==> src/rtl/control_sequencer_pkg.sv <==
// Shared types and constants for the control sequencer: state codes, opcode
// fields, ALU functions, register indices and the registered strobe bundle.
package ctl_pkg;

    // Sequencer states, kept as plain constants for legacy tool compatibility.
    typedef logic [3:0] state_t;

    localparam state_t ST_IDLE = 4'd0;
    localparam state_t ST_F_D  = 4'd1;
    localparam state_t ST_F_L  = 4'd2;
    localparam state_t ST_M_D  = 4'd3;
    localparam state_t ST_M_L  = 4'd4;
    localparam state_t ST_A_D  = 4'd5;
    localparam state_t ST_A_L  = 4'd6;
    localparam state_t ST_W_D  = 4'd7;
    localparam state_t ST_W_L  = 4'd8;
    localparam state_t ST_I_D  = 4'd9;
    localparam state_t ST_I_L  = 4'd10;
    localparam state_t ST_HALT = 4'd11;

    // Opcode class in ir[7:6].
    localparam logic [1:0] CLS_MOV = 2'b00;
    localparam logic [1:0] CLS_ALU = 2'b01;
    localparam logic [1:0] CLS_LDI = 2'b10;
    localparam logic [1:0] CLS_SYS = 2'b11;

    localparam logic [7:0] OP_HALT = 8'hFF;

    localparam logic [1:0] ALU_ADD = 2'd0;
    localparam logic [1:0] ALU_SUB = 2'd1;
    localparam logic [1:0] ALU_AND = 2'd2;
    localparam logic [1:0] ALU_XOR = 2'd3;

    localparam logic [1:0] REG_A = 2'd0;
    localparam logic [1:0] REG_B = 2'd1;
    localparam logic [1:0] REG_C = 2'd2;
    localparam logic [1:0] REG_D = 2'd3;

    // Every strobe the sequencer drives, registered as one bundle.
    typedef struct packed {
        logic       mem_rd;
        logic       pc_inc;
        logic       ir_load;
        logic [3:0] assert_lhs;
        logic [3:0] assert_rhs;
        logic [3:0] assert_bus;
        logic [3:0] load_bus;
        logic [1:0] alu_op;
        logic       alu_latch;
        logic       alu_assert_bus;
        logic       halted;
    } strobe_t;

    // Register index to one-hot select.
    function automatic logic [3:0] reg_onehot(input logic [1:0] idx);
        reg_onehot = 4'b0001 << idx;
    endfunction

endpackage

==> src/rtl/control_sequencer_if.sv <==
// Memory, register-file and ALU control signals of the sequencer.
// master: the sequencer side; slave: the datapath/memory side.
interface control_sequencer_if;

    logic       run;
    logic [7:0] bus_in;
    logic       mem_ready;
    logic       mem_rd;
    logic       pc_inc;
    logic       ir_load;
    logic [3:0] assert_lhs;
    logic [3:0] assert_rhs;
    logic [3:0] assert_bus;
    logic [3:0] load_bus;
    logic [1:0] alu_op;
    logic       alu_latch;
    logic       alu_assert_bus;
    logic       halted;

    modport master (
        input  run, bus_in, mem_ready,
        output mem_rd, pc_inc, ir_load, assert_lhs, assert_rhs, assert_bus, load_bus,
               alu_op, alu_latch, alu_assert_bus, halted
    );

    modport slave (
        output run, bus_in, mem_ready,
        input  mem_rd, pc_inc, ir_load, assert_lhs, assert_rhs, assert_bus, load_bus,
               alu_op, alu_latch, alu_assert_bus, halted
    );

endinterface

==> src/rtl/control_sequencer_decode.sv <==
// Combinational strobe decode: maps a state and the instruction register to
// the strobe bundle that must be visible while that state is current.
module ctl_decode
    import ctl_pkg::*;
(
    input  state_t     state_i,
    input  logic [7:0] ir_i,
    output strobe_t    strobe_o
);

    // ir[3:2] is MOV destination / ALU lhs; ir[1:0] is MOV source / ALU rhs / LDI dest.
    logic [3:0] sel_hi;
    logic [3:0] sel_lo;

    assign sel_hi = reg_onehot(ir_i[3:2]);
    assign sel_lo = reg_onehot(ir_i[1:0]);

    // Per-state strobe table; anything not listed stays low.
    always_comb begin
        strobe_o = '0;
        case (state_i)
            ST_F_D: begin
                strobe_o.mem_rd = 1'b1;
            end
            ST_F_L: begin
                strobe_o.mem_rd  = 1'b1;
                strobe_o.ir_load = 1'b1;
                strobe_o.pc_inc  = 1'b1;
            end
            ST_M_D: begin
                strobe_o.assert_bus = sel_lo;
            end
            ST_M_L: begin
                strobe_o.assert_bus = sel_lo;
                strobe_o.load_bus   = sel_hi;
            end
            ST_A_D: begin
                strobe_o.assert_lhs = sel_hi;
                strobe_o.assert_rhs = sel_lo;
                strobe_o.alu_op     = ir_i[5:4];
            end
            ST_A_L: begin
                strobe_o.assert_lhs = sel_hi;
                strobe_o.assert_rhs = sel_lo;
                strobe_o.alu_op     = ir_i[5:4];
                strobe_o.alu_latch  = 1'b1;
            end
            ST_W_D: begin
                strobe_o.alu_assert_bus = 1'b1;
            end
            ST_W_L: begin
                strobe_o.alu_assert_bus = 1'b1;
                strobe_o.load_bus       = sel_hi;
            end
            ST_I_D: begin
                strobe_o.mem_rd = 1'b1;
            end
            ST_I_L: begin
                strobe_o.mem_rd   = 1'b1;
                strobe_o.pc_inc   = 1'b1;
                strobe_o.load_bus = sel_lo;
            end
            ST_HALT: begin
                strobe_o.halted = 1'b1;
            end
            default: begin
                strobe_o = '0;
            end
        endcase
    end

endmodule

==> src/rtl/control_sequencer.sv <==
// Micro-sequencer: fetches opcodes, splits every register transfer into a
// drive cycle and a latch cycle, and drives registered, glitch-free strobes.
module control_sequencer
    import ctl_pkg::*;
(
    input logic                 clk,
    input logic                 rst_n,
    control_sequencer_if.master bus
);

    state_t     state_q, state_d;
    logic [7:0] ir_q, ir_d;
    strobe_t    strobe_q, strobe_d;

    // Next state; the opcode is taken from the bus at the end of F_L, so
    // dispatch decodes bus_in directly rather than the stale ir.
    always_comb begin
        state_d = state_q;
        ir_d    = ir_q;
        case (state_q)
            ST_IDLE: begin
                if (bus.run) state_d = ST_F_D;
            end
            ST_F_D: begin
                if (bus.mem_ready) state_d = ST_F_L;
            end
            ST_F_L: begin
                ir_d = bus.bus_in;
                case (bus.bus_in[7:6])
                    CLS_MOV: state_d = ST_M_D;
                    CLS_ALU: state_d = ST_A_D;
                    CLS_LDI: state_d = ST_I_D;
                    default: state_d = (bus.bus_in == OP_HALT) ? ST_HALT : ST_F_D;
                endcase
            end
            ST_M_D:  state_d = ST_M_L;
            ST_M_L:  state_d = ST_F_D;
            ST_A_D:  state_d = ST_A_L;
            ST_A_L:  state_d = ST_W_D;
            ST_W_D:  state_d = ST_W_L;
            ST_W_L:  state_d = ST_F_D;
            ST_I_D: begin
                if (bus.mem_ready) state_d = ST_I_L;
            end
            ST_I_L:  state_d = ST_F_D;
            ST_HALT: state_d = ST_HALT;
            default: state_d = ST_IDLE;
        endcase
    end

    // Strobes are decoded from the state being entered and then registered.
    ctl_decode u_decode (
        .state_i  (state_d),
        .ir_i     (ir_d),
        .strobe_o (strobe_d)
    );

    // State, instruction and output registers with synchronous reset.
    always_ff @(posedge clk) begin
        if (!rst_n) begin
            state_q  <= ST_IDLE;
            ir_q     <= 8'h00;
            strobe_q <= '0;
        end else begin
            state_q  <= state_d;
            ir_q     <= ir_d;
            strobe_q <= strobe_d;
        end
    end

    assign bus.mem_rd         = strobe_q.mem_rd;
    assign bus.pc_inc         = strobe_q.pc_inc;
    assign bus.ir_load        = strobe_q.ir_load;
    assign bus.assert_lhs     = strobe_q.assert_lhs;
    assign bus.assert_rhs     = strobe_q.assert_rhs;
    assign bus.assert_bus     = strobe_q.assert_bus;
    assign bus.load_bus       = strobe_q.load_bus;
    assign bus.alu_op         = strobe_q.alu_op;
    assign bus.alu_latch      = strobe_q.alu_latch;
    assign bus.alu_assert_bus = strobe_q.alu_assert_bus;
    assign bus.halted         = strobe_q.halted;

endmodule

==> src/flat_wrapper.sv <==
// flat-port wrapper written by rule: the top's interface ports become plain ports
module control_sequencer_flat import ctl_pkg::*;
  (clk, rst_n, bus_run, bus_bus_in, bus_mem_ready, bus_mem_rd, bus_pc_inc, bus_ir_load, bus_assert_lhs, bus_assert_rhs, bus_assert_bus, bus_load_bus, bus_alu_op, bus_alu_latch, bus_alu_assert_bus, bus_halted);
  control_sequencer_if bus_i ();
  input logic clk;
  input logic rst_n;
  input wire logic [$bits(bus_i.run)-1:0] bus_run;
  input wire logic [$bits(bus_i.bus_in)-1:0] bus_bus_in;
  input wire logic [$bits(bus_i.mem_ready)-1:0] bus_mem_ready;
  output wire logic [$bits(bus_i.mem_rd)-1:0] bus_mem_rd;
  output wire logic [$bits(bus_i.pc_inc)-1:0] bus_pc_inc;
  output wire logic [$bits(bus_i.ir_load)-1:0] bus_ir_load;
  output wire logic [$bits(bus_i.assert_lhs)-1:0] bus_assert_lhs;
  output wire logic [$bits(bus_i.assert_rhs)-1:0] bus_assert_rhs;
  output wire logic [$bits(bus_i.assert_bus)-1:0] bus_assert_bus;
  output wire logic [$bits(bus_i.load_bus)-1:0] bus_load_bus;
  output wire logic [$bits(bus_i.alu_op)-1:0] bus_alu_op;
  output wire logic [$bits(bus_i.alu_latch)-1:0] bus_alu_latch;
  output wire logic [$bits(bus_i.alu_assert_bus)-1:0] bus_alu_assert_bus;
  output wire logic [$bits(bus_i.halted)-1:0] bus_halted;
  assign bus_i.run = bus_run;
  assign bus_i.bus_in = bus_bus_in;
  assign bus_i.mem_ready = bus_mem_ready;
  assign bus_mem_rd = bus_i.mem_rd;
  assign bus_pc_inc = bus_i.pc_inc;
  assign bus_ir_load = bus_i.ir_load;
  assign bus_assert_lhs = bus_i.assert_lhs;
  assign bus_assert_rhs = bus_i.assert_rhs;
  assign bus_assert_bus = bus_i.assert_bus;
  assign bus_load_bus = bus_i.load_bus;
  assign bus_alu_op = bus_i.alu_op;
  assign bus_alu_latch = bus_i.alu_latch;
  assign bus_alu_assert_bus = bus_i.alu_assert_bus;
  assign bus_halted = bus_i.halted;
  control_sequencer u_core (.clk(clk), .rst_n(rst_n), .bus(bus_i));
endmodule
==> config.mk <==
export PLATFORM = sky130hd
export DESIGN_NAME = control_sequencer_flat
export DESIGN_NICKNAME = d
export VERILOG_FILES = /design/src/rtl/control_sequencer_pkg.sv /design/src/rtl/control_sequencer_if.sv /design/src/rtl/control_sequencer_decode.sv /design/src/rtl/control_sequencer.sv /design/src/flat_wrapper.sv
export SDC_FILE = /design/constraint.sdc
export NUM_CORES = 1
export LEC_CHECK = 0
export CAP_MARGIN = 25
export CORE_MARGIN = 2
export CORE_UTILIZATION = 43
export DETAILED_ROUTE_END_ITERATION = 10
export GPL_TIMING_DRIVEN = 1
export PLACE_DENSITY_LB_ADDON = 0.12
export SLEW_MARGIN = 40
export SYNTH_ARGS = -nofsm -noshare
export SYNTH_HDL_FRONTEND = slang
export SYNTH_SLANG_ARGS = --single-unit
==> constraint.sdc <==
create_clock -name clk -period 1.8 [get_ports clk]
set_input_delay 0.27 -clock clk [delete_from_list [all_inputs] [get_ports clk]]
set_output_delay 0.27 -clock clk [all_outputs]
set_load 0.005 [all_outputs]
Yosys cells after proc, flatten, opt, wreduce, memory -nomap -nowiden
Cells that the tools add are included.
Word-level totals
  flip-flop bits (word level): 34
  bits of input ports: 12
  output and inout port bits: 24
  word-level logic and storage cells: 65
Operators by class
  eq/ne operators: 25
  shift operators: 2
  multiplexer cells: 14
  reductions and logical operators: 11
Operator list (count)
  4-bit one-hot mux with 10 select lines: 1
  4-bit by 3-bit == test with 1-bit output (second input constant): 8
  4-bit == test (second input constant): 8
  4-bit by 2-bit == test with 1-bit output (second input constant): 4
  4-bit two-way mux: 4
  4-bit one-hot mux with 3 select lines: 1
  2-bit OR reduction: 5
  4-bit by 1-bit == test with 1-bit output (second input constant): 2
  8-bit == test (second input constant): 1
  4-bit one-hot mux with 2 select lines: 1
  1-bit by 2-bit left shift with 4-bit output (first input constant): 2
  1-bit two-way mux: 6
  6-bit two-way mux: 1
  4-bit zero test: 1
  2-bit AND reduction: 2
  4-bit OR reduction: 1
  3-bit OR reduction: 1
  2-bit by 1-bit == test with 1-bit output (second input constant): 1
  2-bit == test (second input constant): 1
  2-bit zero test: 1

Depth between registers and ports, before layout
  depth after elaboration: 7
  mapped depth: 8
  depth with buffers taken out: 5

By module
From an unflattened synthesis, not the netlist that was laid out.
Unflattened totals
  cells, all modules: 163
  area total of the unflattened synthesis: 1559.0 sq um
By module, submodules not included
  control_sequencer: instances 1, cells an instance 118, area each 1266.2 sq um, seq. area each 720.7 sq um
  ctl_decode: instances 1, cells an instance 45, area each 292.8 sq um, seq. area each 0.0 sq um

Worst setup path after synthesis
Ideal clock, no wire load.
  path type: register to register
  start point: register u_core.state_q[1]
  end point: register u_core.strobe_q (netlist bit u_core.bus.assert_lhs[2])
  library setup time: 0.088 ns
  data arrival time: 1.756 ns
  data required time: 1.712 ns
  path slack: -0.044 ns
  cell stages (with the launch flop): 8
  buffers on the path: 2
  clock period less this slack: 1.844 ns
  cell sequence: dfxtp_1 buf_4 or4b_4 nor4_2 or3_1 xnor2_1 buf_6 nor4_4
Between the ends
  cells in the longest elaborated chain, start to end: 6
  elaborated cells on any way between the ends: 23
  classes of those cells: eq/ne: 13; shift: 1; mux: 5; reduce/logical: 4
Ends and longest elaborated chain
  from (decl): RTL line control_sequencer.sv:11  | state_t state_q, state_d;
  from (signal assigned): RTL line control_sequencer.sv:65  | state_q <= state_d;
  4-bit by 3-bit == test with 1-bit output or 4-bit == test (tied branches): RTL line control_sequencer.sv:20  | case (state_q)
  3-bit OR reduction (no line)
  4-bit one-hot mux with 10 select lines: RTL line control_sequencer.sv:20
  4-bit by 3-bit == test with 1-bit output: RTL line control_sequencer_decode.sv:21  | case (state_i)
  2-bit OR reduction (no line)
  2-bit AND reduction (no line)
  to (signal assigned): RTL line control_sequencer.sv:67  | strobe_q <= strobe_d;
  to (decl): RTL line control_sequencer.sv:13  | strobe_t strobe_q, strobe_d;
Several ways; a longest one is shown, not always the timed one.
A chain may end at the register's enable or synchronous reset.

Worst setup path after layout
  start point: register u_core.state_q[0]
  end point: register u_core.strobe_q (netlist bit u_core.bus.assert_rhs[1])
Same word-level chain as after synthesis.

==> out/metrics.yaml <==
worst_setup_path:
  reg2reg_slack_ns: -0.11
  ff2ff_path_depth: 6
  cp_slowest_cell: "or4b_4"
  path_cells: "or4b_4, nor4_4, or3_4, xnor2_4, buf_6, nor4_4"
  cp_common_cell: "nor4_4"
  r2r-start: "u_core.state_q[0]$_SDFF_PN0_"
  critical_path.max_stage_delay_ns: 0.56
  worst-setup-path-type: "reg2reg"
  reg2reg_to: "u_core.bus.assert_rhs[1]$_SDFF_PN0_"
  crit_path_end_kind: "flip-flop"
  cp_max_fo: 6
  cp.arrival_ns: 2.14
  startpoint_type: "flip-flop"
  cp.required_ns: 2.03
clock_tree:
  clk-insertion-delay-late_ns: 0.36
  cts_hold_buf: 0
  htree_levels: 2
  cts_root_buf: "clkbuf_4"
  cts_buffer_depth: 2
  cts_tree: "built"
  clock-sinks: 34
  numCtsBuffers: 5
  cts.clk_slew.worst_paths_ns: 0.11
detailed_routing:
  drt_iter0_markers: 52
  wl_met1_um: 1820
  met3_length_um: 269
  antenna_left: 0
  top_layer: "met4"
  vias: 1433
  drc_errors: 0
  avgViaCountPerCell: 5.31
  route.met2.wl_um: 2080
  drt-total-wl_um: 4240
  dr.pass1.iters: 4
  wl_per_cell_um: 15.7
synth:
  synth_nets: 167
  synth_edf_count: 0
  synth_compound_area_frac: 0.123
  synth-simple-area-share: 0.335
  synth_cells: 155
  yosys.area_share.xor_xnor: 0.00623
  synth_area_mm2: 0.00141
  ys_warn_count: 0
  ys_ff_latch: 34
  synthAdderAreaFrac: 0
  ys.flop_type: "dfxtp_1"
  avgSynthCellArea_um2: 9.07
  synthArstFlopShare: 0
  synth_top_area_frac: 0.484
  synthMuxAreaShare: 0
  synthTopCellsByArea: "dfxtp_1 (48%), nand2_1 (5.3%), nor4_2 (4.5%)"
  yosysTopAreaCell: "dfxtp_1"
  synth-seq-area-share: 0.484
  ys_types: 36
  synth_top_family_by_area: "simple AND/OR/NAND/NOR gates"
sta:
  max_freq_mhz: 525
  period_share: 1.06
  rsz0062_at_grt: "yes"
  min_period_ns: 1.91
  worst_pin_slew_ns: 0.584
  hold_viol_final: 0
  finalSetupViolCount: 16
  final.setup_skew_ns: 0.0147
  setup_ws_ns: -0.106
  setup_tns_ns: -1.03
  maxSlewHeadroom: 0.610
  slew_violations: 0
run_status:
  outcome: "complete, but fails checks"
  violations: "negative setup slack"
placed_design:
  dp_hpwl_um: 2900
  place.gp.congestion: 0.867
  place_area_mm2: 0.00203
  dpl.cell_count: 257
  portBuffers: 35
cells_and_area:
  finalNonFillerCells: 270
  syn_to_final_growth_pct: 68.9
  design_area_mm2: 0.00237
  num_antenna_cells: 0
  nets: 237
  drive_above_1_share: 0.372
  final_cell_mix: "clkdlybuf4s50_1 (35), buf_4 (32), dfxtp_1 (31)"
  final_common_cell: "clkdlybuf4s50_1"
  fin_util: 0.771
floorplanning:
  dieArea_mm2: 0.00374
  fp-row-count: 20
  coreArea_mm2: 0.00308
  die_w_um: 61.2
  top_level_ports: 36
  die_h_um: 61.2
  start_util: 0.457
min_path:
  hp-class: "reg2reg"
  hold-path-cell-count: 2
  hp-start: "u_core.ir_q[4]$_SDFF_PN0_"
  hold_path_end: "u_core.ir_q[4]$_SDFF_PN0_"
grt:
  grt_remaining_overflow: 0
  antenna_found_initial: 0
  grt_pass1_wl_um: 6200
  grt.total_usage: 0.230
  grt_max_degree: 15
  grt_pass1_vias: 1327
pwr:
  total_power_mw: 1.88
  ir_drop_mv: 0.534
  p_leak_nw: 0.939
  power_density_mw_per_mm2: 790
run:
  drv_cap: 0
-- cell usage after synthesis (3+ instances only) --
library cell / count
o21ai_0: 5
dfxtp_1: 34
a21oi_1: 5
nor3b_1: 6
nor4b_1: 3
nor4_2: 5
inv_1: 7
nand4_1: 3
and2_1: 3
nor2_1: 16
a31oi_1: 5
nand2_1: 20
clkbuf_1: 6
nor3_1: 7
nor4_1: 3
-- worst max path at each step --
stage                                  from                                   to  slack [ns]  depth (start not counted)
2_1_floorplan  u_core.state_q[1]$_SDFF_PN0_      u_core.bus.alu_op[0]$_SDFF_PN0_       -0.03                          7
3_3_place_gp                  bus_bus_in[7]  u_core.bus.assert_rhs[3]$_SDFF_PN0_       -0.17                          7
3_5_place_dp                  bus_bus_in[6]  u_core.bus.assert_rhs[1]$_SDFF_PN0_       -0.21                          7
4_1_cts        u_core.state_q[2]$_SDFF_PN0_  u_core.bus.assert_rhs[3]$_SDFF_PN0_       -0.05                          6
5_1_grt        u_core.state_q[1]$_SDFF_PN0_  u_core.bus.assert_rhs[3]$_SDFF_PN0_       -0.13                          6
6_report       u_core.state_q[0]$_SDFF_PN0_  u_core.bus.assert_rhs[1]$_SDFF_PN0_       -0.11                          6
-- power by group --
part | switching, mW | internal (mW)
combinational | 0.185 | 0.186
clock | 0.289 | 0.434
sequential | 0.0110 | 0.771
-- state kept, by name, summed over array words and instances, names as in the netlist --
| name | flops |
|---|---|
| u_core.bus.pc_inc | 1 |
| u_core.bus.alu_assert_bus | 1 |
| u_core.bus.halted | 1 |
| u_core.state_q | 4 |
| u_core.bus.alu_latch | 1 |
| u_core.bus.alu_op | 2 |
| u_core.bus.ir_load | 1 |
| u_core.bus.assert_rhs | 4 |
| u_core.bus.load_bus | 4 |
| u_core.bus.assert_bus | 4 |
| u_core.bus.mem_rd | 1 |
| u_core.ir_q | 6 |
| u_core.bus.assert_lhs | 4 |
-- cell type report --
cell class                      count  area (um2)
Fill cell                         218         704
Clock inverter                      3        68.8
Multi-Input combinational cell    105         852
Timing Repair Buffer               72         649
Inverter                            7        26.3
Sequential cell                    34         684
Clock buffer                        5        37.5
Tap cell                           44        55.1
-- metal layers --
metal	vias to the layer above	global-route usage
li1	689	-
met1	680	0.281
met2	56	0.375
met3	8	0.0819
met4	0	0.0776
met5	-	0
-- cell families after synthesis --
| kind of cell | Yosys count |
|---|---|
| xor+xnor | 1 |
| compound gates | 25 |
| buf+inv | 16 |
| flops | 34 |
| simple gates | 79 |
-- critical path, delay by kind of cell, from the launching register on --
family        cells  cell delay [ns]
simple gates      4             1.13
flops             1             0.34
xor+xnor          1             0.13
buf+inv           1             0.18
-- stage by stage --
step	hold WS, ns	setup WS, ns
6_report	0.468	-0.106
5_1_grt	0.500	-0.129
4_1_cts	0.469	-0.0547
3_5_place_dp	0.458	-0.209
3_3_place_gp	0.445	-0.175
2_1_floorplan	0.406	-0.0265
-- repair_timing --
action / 4_1_cts / 5_1_grt
setup buffers: 0 / 5
pin swaps: 9 / 7
setup endpoints to repair: 16 / 20
resized for setup: 21 / 20
cloned: 0 / 1
No activity file was read; power rests on OpenSTA's default activity.
